[src/rtl/axis_spi_dac_multi.sv]
// Multi-channel AD5791-class SPI DAC driver: shared SCLK/SYNC, one SDI per channel.
// Stream path with latest-sample-wins buffering, config path, frame/drop counters.
module axis_spi_dac_multi #(
  parameter int NUM_DAC = 4,
  parameter int DAC_DATA_WIDTH = 20,
  parameter int DAC_WORD_WIDTH = 24,
  parameter int SAXIS_TDATA_WIDTH = 32,
  parameter logic [DAC_WORD_WIDTH-DAC_DATA_WIDTH-1:0] CMD_PREFIX = 4'b0001,
  parameter int CLK_DIV = 4,
  parameter int SYNC_GAP = 2,
  parameter bit SKIP_UNCHANGED = 1'b1
) (
  input  logic a_clk,
  input  logic a_rst,
  input  logic [NUM_DAC*SAXIS_TDATA_WIDTH-1:0] s_axis_tdata,
  input  logic s_axis_tvalid,
  output logic s_axis_tready,
  input  logic [NUM_DAC*DAC_WORD_WIDTH-1:0] cfg_tdata,
  input  logic cfg_tvalid,
  input  logic configuration_mode,
  input  logic configuration_send,
  output logic dac_sclk,
  output logic dac_sync_n,
  output logic [NUM_DAC-1:0] dac_sdi,
  output logic busy,
  output logic [15:0] frame_count,
  output logic [15:0] drop_count
);

  localparam int WW = DAC_WORD_WIDTH;
  localparam int DW = DAC_DATA_WIDTH;
  localparam int SW = SAXIS_TDATA_WIDTH;
  localparam int NW = NUM_DAC * WW;
  localparam int CW = $clog2(CLK_DIV);
  localparam int BW = $clog2(WW);
  localparam int GW = (SYNC_GAP > 1) ? $clog2(SYNC_GAP) : 1;
  localparam logic [CW-1:0] DIV_LAST = CW'(CLK_DIV - 1);
  localparam logic [CW-1:0] DIV_HALF = CW'(CLK_DIV / 2);

  typedef enum logic [1:0] {
    IDLE,
    LOAD,
    SHIFT,
    GAP
  } state_t;

  state_t r_state;
  state_t w_nxt;

  logic [CW-1:0] r_div_cnt;
  logic [CW-1:0] w_div_nxt;
  logic r_sclk;
  logic w_rise;

  logic r_sync_n;
  logic [NUM_DAC-1:0] r_sdi;
  logic [NW-1:0] r_sh;
  logic [BW-1:0] r_bitcnt;
  logic [GW-1:0] r_gapcnt;
  logic [15:0] r_frame_cnt;
  logic [15:0] r_drop_cnt;

  logic [NW-1:0] r_pend_words;
  logic r_pend_valid;
  logic [NW-1:0] r_cfg_buf;
  logic r_cfg_pending;
  logic r_send_d;
  logic [NW-1:0] r_last_sent;

  logic w_tready;
  logic w_accept;
  logic w_send_rise;
  logic [NW-1:0] w_s_words;

  logic w_idle_like;
  logic w_take_cfg;
  logic w_take_strm;
  logic w_load;
  logic w_shift;
  logic w_end;
  logic w_gap_dec;
  logic [NW-1:0] w_sel_words;

  logic [NW-1:0] w_ld_sh;
  logic [NUM_DAC-1:0] w_ld_msb;
  logic [NW-1:0] w_sh_nxt;
  logic [NUM_DAC-1:0] w_sh_msb;

  logic w_unused;

  assign w_unused = ^s_axis_tdata;

  assign w_div_nxt = (r_div_cnt == DIV_LAST) ?
                     '0 : r_div_cnt + CW'(1);
  assign w_rise = (w_div_nxt == DIV_HALF);

  assign w_tready = !a_rst && !configuration_mode;
  assign w_accept = s_axis_tvalid && w_tready;
  assign w_send_rise = configuration_send && !r_send_d;

  assign s_axis_tready = w_tready;
  assign dac_sclk = r_sclk;
  assign dac_sync_n = r_sync_n;
  assign dac_sdi = r_sdi;
  assign busy = (r_state != IDLE);
  assign frame_count = r_frame_cnt;
  assign drop_count = r_drop_cnt;

  // Code bits come from the top of each sample, prefixed with the write command.
  always_comb begin
    w_s_words = '0;
    for (int k = 0; k < NUM_DAC; k++) begin
      w_s_words[k*WW +: WW] =
        {CMD_PREFIX, s_axis_tdata[k*SW + SW-1 -: DW]};
    end
  end

  always_comb begin
    w_ld_sh = '0;
    w_ld_msb = '0;
    w_sh_nxt = '0;
    w_sh_msb = '0;
    for (int k = 0; k < NUM_DAC; k++) begin
      w_ld_msb[k] = w_sel_words[k*WW + WW-1];
      w_ld_sh[k*WW +: WW] = {w_sel_words[k*WW +: WW-1], 1'b0};
      w_sh_msb[k] = r_sh[k*WW + WW-1];
      w_sh_nxt[k*WW +: WW] = {r_sh[k*WW +: WW-1], 1'b0};
    end
  end

  always_ff @(posedge a_clk) begin
    if (a_rst) begin
      r_state <= IDLE;
    end else begin
      r_state <= w_nxt;
    end
  end

  // The last GAP tick doubles as an IDLE tick so back-to-back frames
  // keep the sync gap at exactly SYNC_GAP SCLK periods.
  always_comb begin
    w_nxt = r_state;
    w_take_cfg = 1'b0;
    w_take_strm = 1'b0;
    w_load = 1'b0;
    w_shift = 1'b0;
    w_end = 1'b0;
    w_gap_dec = 1'b0;
    w_sel_words = r_cfg_buf;
    w_idle_like = (r_state == IDLE) ||
                  (r_state == GAP && r_gapcnt == '0);
    unique case (r_state)
      IDLE: begin
      end
      LOAD, SHIFT: begin
        if (w_rise) begin
          if (r_bitcnt != '0) begin
            w_shift = 1'b1;
            w_nxt = SHIFT;
          end else begin
            w_end = 1'b1;
            w_nxt = GAP;
          end
        end
      end
      GAP: begin
        if (w_rise) begin
          if (r_gapcnt != '0) begin
            w_gap_dec = 1'b1;
          end else begin
            w_nxt = IDLE;
          end
        end
      end
      default: w_nxt = IDLE;
    endcase
    if (w_rise && w_idle_like) begin
      if (configuration_mode && r_cfg_pending) begin
        w_take_cfg = 1'b1;
        w_sel_words = r_cfg_buf;
        w_load = 1'b1;
      end else if (!configuration_mode && r_pend_valid) begin
        w_take_strm = 1'b1;
        w_sel_words = r_pend_words;
        w_load = !(SKIP_UNCHANGED &&
                   (r_pend_words == r_last_sent));
      end
      if (w_load) begin
        w_nxt = LOAD;
      end
    end
  end

  always_ff @(posedge a_clk) begin
    if (a_rst) begin
      r_div_cnt <= '0;
      r_sclk <= 1'b0;
      r_sync_n <= 1'b1;
      r_sdi <= '0;
      r_sh <= '0;
      r_bitcnt <= '0;
      r_gapcnt <= '0;
      r_frame_cnt <= '0;
      r_drop_cnt <= '0;
      r_pend_words <= '0;
      r_pend_valid <= 1'b0;
      r_cfg_buf <= '0;
      r_cfg_pending <= 1'b0;
      r_send_d <= 1'b0;
      r_last_sent <= '0;
    end else begin
      r_div_cnt <= w_div_nxt;
      r_sclk <= (w_div_nxt >= DIV_HALF);
      r_send_d <= configuration_send;

      if (cfg_tvalid) begin
        r_cfg_buf <= cfg_tdata;
      end
      if (configuration_mode && w_send_rise) begin
        r_cfg_pending <= 1'b1;
      end else if (w_take_cfg) begin
        r_cfg_pending <= 1'b0;
      end

      // A consume in the same cycle frees the slot, so that is not a drop.
      if (w_accept) begin
        r_pend_words <= w_s_words;
        r_pend_valid <= 1'b1;
        if (r_pend_valid && !w_take_strm) begin
          r_drop_cnt <= r_drop_cnt + 16'd1;
        end
      end else if (w_take_strm) begin
        r_pend_valid <= 1'b0;
      end

      if (w_load) begin
        r_last_sent <= w_sel_words;
        r_sh <= w_ld_sh;
        r_sdi <= w_ld_msb;
        r_sync_n <= 1'b0;
        r_bitcnt <= BW'(WW - 1);
      end else if (w_shift) begin
        r_sh <= w_sh_nxt;
        r_sdi <= w_sh_msb;
        r_bitcnt <= r_bitcnt - BW'(1);
      end else if (w_end) begin
        r_sync_n <= 1'b1;
        r_sdi <= '0;
        r_frame_cnt <= r_frame_cnt + 16'd1;
        r_gapcnt <= GW'(SYNC_GAP - 1);
      end else if (w_gap_dec) begin
        r_gapcnt <= r_gapcnt - GW'(1);
      end
    end
  end

endmodule

[config.mk]
export PLATFORM = sky130hd
export DESIGN_NAME = axis_spi_dac_multi
export DESIGN_NICKNAME = d
export VERILOG_FILES = /design/src/rtl/axis_spi_dac_multi.sv
export SDC_FILE = /design/constraint.sdc
export NUM_CORES = 1
export LEC_CHECK = 0
export BUFFER_PORTS_ARGS = -buffer_cell sky130_fd_sc_hd__buf_4
export CORE_MARGIN = 1.5
export CORE_UTILIZATION = 32
export CTS_BUF_LIST = sky130_fd_sc_hd__clkbuf_4 sky130_fd_sc_hd__clkbuf_8
export DETAILED_ROUTE_END_ITERATION = 8
export MAX_ROUTING_LAYER = met4
export PLACE_DENSITY = 0.58
export SLEW_MARGIN = 5
export SYNTH_ARGS = -nofsm -noshare
export SYNTH_HDL_FRONTEND = slang
export SYNTH_SLANG_ARGS = --single-unit
[constraint.sdc]
create_clock -name a_clk -period 3.4 [get_ports a_clk]
set_input_delay 0.34 -clock a_clk [delete_from_list [all_inputs] [get_ports a_clk]]
set_output_delay 0.34 -clock a_clk [all_outputs]
set_load 0.005 [all_outputs]
[Word level (Yosys, flattened, before mapping)]
Cells that the tools add are included.
Storage, ports and cells
  output and inout port bits: 40
  bits of input ports: 230
  word-level logic and storage cells: 108
  register bits: 419
Cells by class
  bitwise operators: 3
  add/sub/neg operators: 5
  equal/unequal tests: 7
  reduce and logical (&&, ||, !) cells: 30
  multiplexer cells: 45
  $lt $le $gt $ge: 1
Operator list (count)
  $mux W96: 5
  $eq A93 B96 Y1: 1
  $add A16 B1 Y16 const B: 2
  $mux W1: 28
  $mux W2: 6
  $mux W4: 3
  $reduce_bool A2 Y1: 6
  $mux W5: 2
  $logic_and A1 B1 Y1: 9
  $eq A2 B2 Y1 const B: 4
  $reduce_and A3 Y1: 2
  $logic_not A1 Y1: 5
  $reduce_bool A5 Y1: 1
  $sub A5 B1 Y5 const B: 1
  $pmux W2 S2: 1
  $reduce_and A2 Y1: 2
  $reduce_or A2 Y1: 2
  $not A1 Y1: 3
  $reduce_bool A3 Y1: 1
  $add A2 B1 Y2 const B: 1
  $eq A2 B1 Y1 const B: 1
  $ge A2 B2 Y1 const B: 1
  $logic_not A2 Y1: 1
  $ne A2 B2 Y1 const B: 1
  other kinds (2): 2

[Depth between registers and ports, before layout]
Gate-level depths: netlist of run 1.
  word-level depth: 8
  mapped depth: 12
  depth with buffers taken out: 8

[Worst setup path after synthesis of run 1]
No wires, ideal clock.
  kind: register -> register
  start point: register r_state[0]
  end point: register r_frame_cnt[6] (netlist: frame_count[6])
  stages on the path, launching flop included: 10
  required time: 3330 ps
  clock period less this slack: 2373 ps
  setup slack: 1027 ps
  arrival: 2302 ps
  path buffers: 1
  library setup time: 70 ps
  cell sequence: dfxtp_1 -> ha_1 -> nor2b_1 -> o211ai_1 -> nor2_2 -> nor4_4 -> a21oi_1 -> buf_2 -> or4_1 -> a21oi_1
Between the ends
  word-level cells in the longest chain between the ends: 7
RTL lines
  start, declared: line 47  | state_t r_state;
  start signal, assigned: line 135  | r_state <= w_nxt;
  $eq A2 B2 Y1: line 151  | (r_state == GAP && r_gapcnt == '0);
  $logic_and A1 B1 Y1: line 151
  $logic_or A1 B1 Y1: line 150  | w_idle_like = (r_state == IDLE) ||
  $logic_and A1 B1 Y1: line 177  | if (w_rise && w_idle_like) begin
  $mux W1: line 177
  $not A1 Y1 (no source line)
  $reduce_and A3 Y1 (no source line) *
  end signal, assigned: line 249  | r_frame_cnt <= r_frame_cnt + 16'd1;
  end, declared: line 60  | logic [15:0] r_frame_cnt;
Mark *: on every way between the ends. The rest lies on a longest branch, timed or not.
A chain may end at the register's enable or synchronous reset.

[Worst setup path in the final report of run 1]
  start point: register r_state[0]
  end point: register r_sh[20]
Between the ends
  word-level cells in the longest chain between the ends: 6
RTL lines
  $eq A2 B2 Y1: line 151
  $logic_and A1 B1 Y1: line 151
  $logic_or A1 B1 Y1: line 150
  $logic_and A1 B1 Y1: line 177
  $mux W96 / $mux W1 (equally long branches): line 177
  $mux W96 / $reduce_bool A2 Y1 (equally long branches)
  end signal, assigned: line 238  | r_sh <= w_ld_sh;
  end signal, assigned: line 243  | r_sh <= w_sh_nxt;
  end, declared: line 57  | logic [NW-1:0] r_sh;
Several ways; a longest one is shown, not always the timed one.

==> results.cfg, run 1 <==
[routing]
wl_um = 52200
vias = 14700
route.detailed.drc = 0
via_per_inst = 4.88
drt_first_iter_violations = 868
wire_per_inst_um = 17.4
antenna_left = 0
firstDrtPassIters = 5

[timing]
report.final.slew_viol_count = 0
maxSlewHeadroom = 0.279
setup_ws_ns = 0.187
worst_pin_slew_ns = 1.08
post-route-period-util = 0.945
setup_tns_ns = 0
hold_viol = 0
finClkSkew_ns = 0.0255
fmax_mhz = 311
finalSetupViolations = 0
rsz0062_at_grt = false
period_minus_slack_ns = 3.21

[logic_synthesis]
synthesis.area_um2 = 17200
synth-adder-area-share = 0.00654
yosys.cell_count.top_type = dfxtp_1
yosysWarnings = 0
synth_commonest_cells = dfxtp_1 (415), nand2_1 (290), mux2i_1 (173)
avgSynthCellArea_um2 = 9.05
synth_top_family_by_area = simple AND/OR/NAND/NOR gates
synth_compound_area_frac = 0.160
post_synth_num_cell_types = 46
synth_ff_type = dfxtp_1
synth-simple-area-share = 0.165
synth_fp_nets = 2141
synthCells = 1902
yosys_register_bits = 415
synth_area_leader_cell = dfxtp_1
synth_top_area_frac = 0.483
synthTopCellsByArea = dfxtp_1 (48%), mux2i_1 (10%), nand2_1 (6.3%), xor2_1 (4.5%), a21boi_0 (3.3%)
synth_xor_area_frac = 0.0488
yosys-mux-area-fraction = 0.102
async_flop_share = 0
synth_edf_count = 0
synth-seq-area-share = 0.483

[clock_tree]
htree_levels = 3
cts_made_buffers = 76
cts_root_buf = clkbuf_8
clockBufferDepth = 3
clk_latency_ns = 0.63
cts_sinks = 415
clkTransAtPathRegs_ns = 0.06
cts_tree = built

[global_route]
grt_use_met3 = 0.0336
grt_max_degree = 161
grt_use_total = 0.192
gr-total-overflow = 0
use_met2 = 0.314
met1_usage = 0.235
grt_pass1_vias = 14600
top_usage_layer = met2
grt_first_pass_wirelength_um = 81300
grt_antenna_before_repair = 1

[critical_path]
cp_slowest_stage_delay_ns = 0.81
cp_slowest_cell = nor2_1
crit_chain = inv_1, ha_1, o211ai_1, nor2_2, nor2_1, a21oi_4, buf_12, a31oi_1, a21boi_0
crit_required_ns = 3.95
worstSetupPathType = reg2reg
cp_max_fo = 62
cp-start-kind = flip-flop
critPathArrivalTime_ns = 3.76
setup.worst_path.end_class = flip-flop

[cells_and_area]
regArea_um2 = 8310
nets = 2515
n_antenna_cell = 0
drive_above_1_share = 0.170
syn_to_final_growth_pct = 33.1
fin_util = 0.434
n_fill_cell = 5142
multiInputGateArea_um2 = 8360

[die]
die_area_um2 = 55200
fp.coreArea_um2 = 52900
num_rows = 84
dieWidth_um = 235
io_pins = 270
start_util = 0.326
die_height_um = 235

[min_path]
hp-class = in2reg

[placed_design]
dp_hpwl_um = 33800
dp_worst_setup_slack_ns = 0.272
port_buffers = 221
place_congestion = 0.807

[power_and_ir_drop]
p_leak_nw = 9.87
irDropWorstVdd_mv = 0.223
power_density_nw_per_um2 = 488

[status]
status = finished, final reports clean

[job]
drv_cap = 0
==> registers in the layout (all words and copies together) (netlist names), 2 cells and up <==
signal / count
r_cfg_buf: 96
r_last_sent: 96
r_sh: 92
r_pend_words: 81
drop_count: 16
frame_count: 16
r_bitcnt: 5
dac_sdi: 4
r_div_cnt: 2
r_state: 2
==> what timing repair did <==
item                       CTS  global route
setup endpoints to repair    0             3
resized for setup            0             0
setup buffers                0             3
hold endpoints to repair   181             0
hold buffers               184             0
==> worst paths after layout <==
kind / start / end / slack [ns] / cells after the start
max reg2reg: r_state[0] / r_sh[20] / 0.19 / 9
min: cfg_tvalid / r_cfg_buf[14] / 0.25 / 3
min reg2reg: r_last_sent[46] / r_last_sent[46] / 0.46 / 2
max: r_state[0] / r_sh[20] / 0.19 / 9
==> critical path: cells and delay by family (launching register included) <==
family / cells / cell delay [ns]
buf+inv: 2 / 0.39
compound gates: 4 / 1.11
flops: 1 / 0.37
simple gates: 2 / 0.95
fa+ha+maj: 1 / 0.28
==> cell usage in the layout, fill, tap and decap left out, types with 4 or more instances in the layout <==
master / synthesis / layout
o21a_1: 76 / 76
dfxtp_1: 415 / 415
buf_12: 0 / 10
clkinv_2: 0 / 4
a211oi_1: 10 / 10
a31o_2: 6 / 6
nand2b_1: 83 / 83
a22oi_1: 5 / 5
nand4_1: 15 / 15
a21boi_0: 76 / 76
a221oi_1: 4 / 4
nor3_1: 23 / 23
xor2_1: 89 / 89
o21ai_0: 105 / 105
nor4_1: 24 / 24
buf_4: 0 / 239
a31oi_1: 84 / 84
dlygate4sd3_1: 0 / 184
ha_1: 9 / 9
nand3_1: 9 / 9
clkbuf_4: 0 / 24
nor2b_1: 5 / 5
or4_1: 5 / 5
nor2_1: 142 / 142
a2bb2oi_1: 4 / 4
or3_1: 11 / 11
o31ai_1: 6 / 6
nand2_1: 290 / 289
clkinvlp_4: 0 / 4
clkbuf_8: 0 / 90
mux2i_1: 173 / 173
inv_1: 17 / 17
a21oi_1: 42 / 41
xnor2_1: 7 / 7
==> power breakdown <==
group	internal, mW	switching, mW
Combinational	0.624	0.620
Clock	2.63	2.03
Sequential	5.11	0.172
Total	8.37	2.82
==> cells by family (layout without fill, tap and decap cells) <==
family                     count (synthesis)  after routing
buffers and inverters                    157            574
and+or+nand+nor                          624            624
muxes                                    175            175
adders and majority gates                  9              9
DFF                                      415            415
xor gates and xnor gates                  96             96
AOI/OAI and AO/OA                        426            427
==> layer usage <==
layer  vias to the layer above  wire length (um)
met5                         -                 0
met4                         0              1500
met3                        79              2340
met2                       334             24900
met1                      6968             23400
li1                       7295                 -
==> stage by stage <==
step	area, um^2	total power, mW	hold WS [ns]	instances
floorplan	17200	5.96	0.433	1902
global placement	19600	6.44	0.443	2698
detailed placement	19600	6.46	0.450	2698
CTS	22900	11.3	0.230	3004
global route	22900	11.7	0.243	3008
finish	22900	11.2	0.254	3008
==> layout make-up <==
| class | count | area share |
|---|---|---|
| well taps | 688 | 0.0376 |
| repair buffers | 435 | 0.169 |
| inverters | 17 | 0.00278 |
| clock inverters | 8 | 0.00218 |
| flip-flops and latches | 415 | 0.362 |
| clock buffers | 114 | 0.0619 |
| multi-input cells | 1331 | 0.365 |
Note: power is estimated with default switching activity, not from simulation.
==> run 2: changes to the inputs <==
ABC_AREA = 1   (was unset)
GPL_TIMING_DRIVEN = 1   (was unset)
==> run 2 against run 1 <==
First-iteration DRC count grew 1.5%. Setup slack gained 0.31 ns. Global-route usage shrank 0.47 points. Clock power grew 9.9%. Critical endpoint is now frame_count[0].
==> results.cfg, run 2 <==
[status]
status = finished, final reports clean

[logic_synthesis]
async_flop_share = 0
synth-adder-area-share = 0.00620
yosysWarnings = 0
synth_edf_count = 0
synth_fp_nets = 2905
synth_xor_area_frac = 0.0169
yosys_register_bits = 415
synthCells = 2666
yosys.cell_count.top_type = nand2_1
post_synth_num_cell_types = 33
synth_commonest_cells = nand2_1 (551), nor2_1 (498), dfxtp_1 (415)
synthTopCellsByArea = dfxtp_1 (46%), o21ai_0 (11%), nand2_1 (11%), nor2_1 (10%), inv_1 (5.9%)
yosys-mux-area-fraction = 0
synth_ff_type = dfxtp_1
synth_top_family_by_area = simple AND/OR/NAND/NOR gates
synth-seq-area-share = 0.457
synth_top_area_frac = 0.457
synth_area_leader_cell = dfxtp_1
synth_compound_area_frac = 0.183
synthesis.area_um2 = 18200
avgSynthCellArea_um2 = 6.82
synth-simple-area-share = 0.237

[timing]
period_minus_slack_ns = 2.91
hold_viol = 0
finClkSkew_ns = 0.0413
worst_pin_slew_ns = 0.985
post-route-period-util = 0.855
setup_tns_ns = 0
report.final.slew_viol_count = 0
rsz0062_at_grt = false
setup_ws_ns = 0.495
finalSetupViolations = 0
fmax_mhz = 344
maxSlewHeadroom = 0.343

[power_and_ir_drop]
combPwrFrac = 0.108
pwr-share-clk = 0.443
p_leak_nw = 10.2
switching_share = 0.255
pwr-share-seq = 0.449
power_density_nw_per_um2 = 489
irDropWorstVdd_mv = 0.240
internal-power_mw = 8.61
power.switching_mw = 2.95

[placed_design]
port_buffers = 221
dp_hpwl_um = 32200
place_inst = 3508
dp_worst_setup_slack_ns = 0.471
place_congestion = 0.790

[die]
start_util = 0.323
die_area_um2 = 58200
num_rows = 87
dieWidth_um = 241
fp.coreArea_um2 = 56300
die_height_um = 241
io_pins = 270

[routing]
wl_um = 52500
route.detailed.drc = 0
antenna_left = 0
via_per_inst = 4.61
drt_first_iter_violations = 881
firstDrtPassIters = 5
vias = 17500
wire_per_inst_um = 13.8

[cells_and_area]
post_layout_nonfiller_instances = 3805
nets = 3230
drive_above_1_share = 0.129
syn_to_final_growth_pct = 30.1
layout_common_cells = nand2_1 (548), nor2_1 (497), dfxtp_1 (415)
reg_top3 = r_cfg_buf (96), r_last_sent (96), r_sh (92)
layout_commonest_cell = nand2_1

[global_route]
gr-total-overflow = 0
grt_antenna_before_repair = 2
grt_use_total = 0.187
grt_max_degree = 163
grt_pass1_vias = 16800
grt_first_pass_wirelength_um = 84800

[critical_path]
setup.worst_path.end_class = flip-flop
critPathBufInv = 3
critPathArrivalTime_ns = 3.39
cp_slowest_cell = buf_4
cp-start-kind = flip-flop
cp_top_family = buffers and inverters
crit_required_ns = 3.89
cp_slowest_stage_delay_ns = 0.63
crit_chain = ha_1, nand2_1, o21ai_1, nand2_4, clkinv_1, nand2_2, nand2_8, buf_4, inv_1, nand3_1, a21oi_1
cp_max_fo = 70
worstSetupPathType = reg2reg

[clock_tree]
ctsHoldBuffers = 160
cts_tree = built
ctsResizeCount = 0
clkTransAtPathRegs_ns = 0.05
clockBufferDepth = 3
cts_made_buffers = 77
postCtsSetupBuffers = 0
cts_sinks = 415
htree_levels = 3
cts_root_buf = clkbuf_8
clk_latency_ns = 0.65

[min_path]
hp-class = in2reg

[job]
drv_cap = 0
## run 2: cell types whose count changed after synthesis, moves of 91 or more
cell     before  now
inv_1        17  288
nor2_1      142  498
a21oi_1      42  133
nand2_1     290  551
mux2i_1     173    0
o21ai_0     105  414
## run 2: through the flow
| stage | instance area (um^2) | hold WS (ns) | utilization | power, mW |
|---|---|---|---|---|
| detailed placement | 20400 | 0.446 | 0.362 | 6.41 |
| CTS | 23600 | 0.00592 | 0.420 | 11.7 |
| floorplan | 18200 | 0.429 | - | 5.96 |
| global route | 23600 | 0.0510 | 0.420 | 12.2 |
| finish | 23600 | 0.0740 | 0.420 | 11.6 |
| global placement | 20400 | 0.438 | 0.362 | 6.40 |
## run 2: worst paths after layout
check / slack [ns] / endpoint / cells past startpoint / from
setup reg to reg: 0.49 / frame_count[0] / 11 / r_div_cnt[0]
setup / recovery: 0.49 / frame_count[0] / 11 / r_div_cnt[0]
hold / removal: 0.07 / r_pend_words[87] / 3 / s_axis_tdata[123]
hold reg to reg: 0.45 / r_cfg_buf[20] / 2 / r_cfg_buf[20]
## run 2: logic make-up after synthesis
| logic type | count (synthesis) |
|---|---|
| adder cells (fa/ha/maj) | 9 |
| buffers and inverters | 450 |
| flip-flops | 415 |
| AND/OR/NAND/NOR | 1113 |
| XOR/XNOR | 35 |
| AO/OA/AOI/OAI | 644 |
## run 2: power groups by stage
stage	sequential, mW	clock, mW	combinational [mW]
after floorplan	5.27	0	0.693
after global placement	5.29	0	1.11
after detailed placement	5.29	0	1.11
after CTS	5.19	5.28	1.26
after global routing	5.21	5.52	1.42
final	5.19	5.12	1.25
## run 2: metal layers
| layer | vias to the layer above | GRT usage | wire length (um) | part of all wire |
|---|---|---|---|---|
| li1 | 9112 | - | - | - |
| met1 | 8019 | 0.239 | 25200 | 0.48 |
| met2 | 311 | 0.301 | 24000 | 0.46 |
| met3 | 91 | 0.0338 | 2170 | 0.041 |
| met4 | 0 | 0.0568 | 1150 | 0.022 |
| met5 | - | - | 0 | 0 |
## run 2: final cells by class
cell class	instances	area, um^2
Clock buffer	116	1470
Multi-Input combinational cell	1801	8090
Sequential cell	415	8310
Timing Repair Buffer	403	3530
Inverter	293	1110
Clock inverter	18	181
Fill cell	5943	32600
Tap cell	756	946
Antenna cell	3	7.51
## run 2: tightest hold or removal path: cells and delay by family
kind                   cells  cell delay [ns]
AO/OA/AOI/OAI              2             0.25
buffers and inverters      1             0.08
==> run 3: changes to the inputs <==
CORE_UTILIZATION = 59   (was 32)
PLACE_DENSITY = unset   (was 0.58)
PLACE_DENSITY_LB_ADDON = 0.3   (was unset)
==> run 3 against run 2 <==
Register-to-register slack hardly changed. Non-clock buffer count down 85. Largest power group unchanged. Critical path depth fell by 1. First-iteration DRC count up 70%. Final cell count decreased by 12%. Largest cell class unchanged. Global-route usage rose by 11 points.
==> results.cfg, run 3 (synthesis gave the netlist of run 2 again) <==
[die]
dieWidth_um = 179
die_area_um2 = 31900
fp.coreArea_um2 = 30400
start_util = 0.597
io_pins = 270
num_rows = 64
die_height_um = 179

[timing]
hold_ws_ns = 0.0253
post-route-period-util = 0.854
period_minus_slack_ns = 2.91
rsz0062_at_grt = false
maxSlewHeadroom = 0.342
setup_tns_ns = 0
report.final.slew_viol_count = 0
fmax_mhz = 344
finClkSkew_ns = 0.0315
finalSetupViolations = 0
worst_pin_slew_ns = 0.987
hold_viol = 0
setup_ws_ns = 0.495

[clock_tree]
clockBufferDepth = 3
clkTransAtPathRegs_ns = 0.06
htree_levels = 3
cts_root_buf = clkbuf_8
cts_tree = built
clk_latency_ns = 0.59
ctsResizeCount = 0
cts_sinks = 415
cts_made_buffers = 70

[critical_path]
setup.worst_path.end_class = flip-flop
cp-start-kind = flip-flop
critPathArrivalTime_ns = 3.33
worstSetupPathType = reg2reg
ff2ff_setup_slack_ns = 0.49
cp_max_fo = 190
crit_required_ns = 3.82

[placed_design]
dp_worst_setup_slack_ns = 0.509
place_congestion = 0.885
port_buffers = 221
dp_hpwl_um = 28300
place_inst = 3146

[power_and_ir_drop]
irDropWorstVdd_mv = 0.345
power_density_nw_per_um2 = 493
p_leak_nw = 9.70

[routing]
route.detailed.drc = 0
drt_first_iter_violations = 1496
wire_per_inst_um = 14.1
vias = 17700
antenna_left = 0
wl_um = 47000
via_per_inst = 5.29
firstDrtPassIters = 5

[cells_and_area]
nets = 3138
n_antenna_cell = 0
fin_util = 0.726
layout_commonest_cell = nand2_1
layout_common_cells = nand2_1 (548), nor2_1 (497), dfxtp_1 (415)
drive_above_1_share = 0.129
syn_to_final_growth_pct = 21.6
post_layout_nonfiller_instances = 3346
n_fill_cell = 2437
reg_top3 = r_cfg_buf (96), r_last_sent (96), r_sh (92)

[global_route]
gr-total-overflow = 0
top_usage_layer = met2
use_met2 = 0.482
met1_usage = 0.382
grt_antenna_before_repair = 0
grt_use_met3 = 0.0409
grt_pass1_vias = 16300
grt_first_pass_wirelength_um = 76200
grt_use_total = 0.299
grt_max_degree = 191

[min_path]
hp-class = in2reg

[job]
drv_cap = 0

[status]
status = finished, final reports clean
## run 3: report_power, final
part / switching (mW) / leakage, nW / internal, mW
Sequential: 0.110 / 3.39 / 5.08
Clock: 1.98 / 0.773 / 2.57
Combinational: 0.674 / 5.54 / 0.482
## run 3: critical path, cell delays in order (launching register included)
cell     delay (ns)
dfxtp_1        0.33
inv_1          0.06
ha_1           0.21
nand2_1        0.10
o21ai_1        0.25
nand3_1        0.41
nand2_8        0.21
buf_12         0.61
inv_1          0.31
nand3_1        0.14
a21oi_1        0.09
## run 3: final cells by class
cell class / instances / area [um^2] / area share
clock buffer: 113 / 1380 / 0.0625
tap: 396 / 495 / 0.0224
sequential: 415 / 8310 / 0.376
inverter: 293 / 1110 / 0.0501
timing repair buffer: 318 / 2660 / 0.120
clock inverter: 10 / 62.6 / 0.00283
multi-input combinational: 1801 / 8090 / 0.366
## run 3: metal layers
layer | part of all wire | up-vias
met5 | 0 | -
met4 | 0.028 | 0
met3 | 0.054 | 104
met2 | 0.47 | 554
met1 | 0.44 | 8124
li1 | - | 8925
## run 3: stage by stage
step | cell area, um^2 | power, mW
CTS | 22100 | 10.9
floorplan | 18200 | 5.96
global placement | 19900 | 6.33
detailed placement | 19900 | 6.36
global route | 22100 | 11.3
finish | 22100 | 10.9
## run 3: repair_timing
| action | CTS | global route |
|---|---|---|
| endpoints found under the setup margin | 0 | 0 |
| hold buffers | 77 | 0 |
| hold endpoints to repair | 77 | 0 |
| setup buffers | 0 | 0 |
## run 3: final timing paths
kind,start,endpoint,cells after the start
worst min register to register,r_cfg_buf[92],r_cfg_buf[92],2
worst max register to register,r_div_cnt[1],frame_count[0],10
worst max-delay path,r_div_cnt[1],frame_count[0],10
worst min-delay path,cfg_tdata[65],r_cfg_buf[65],3
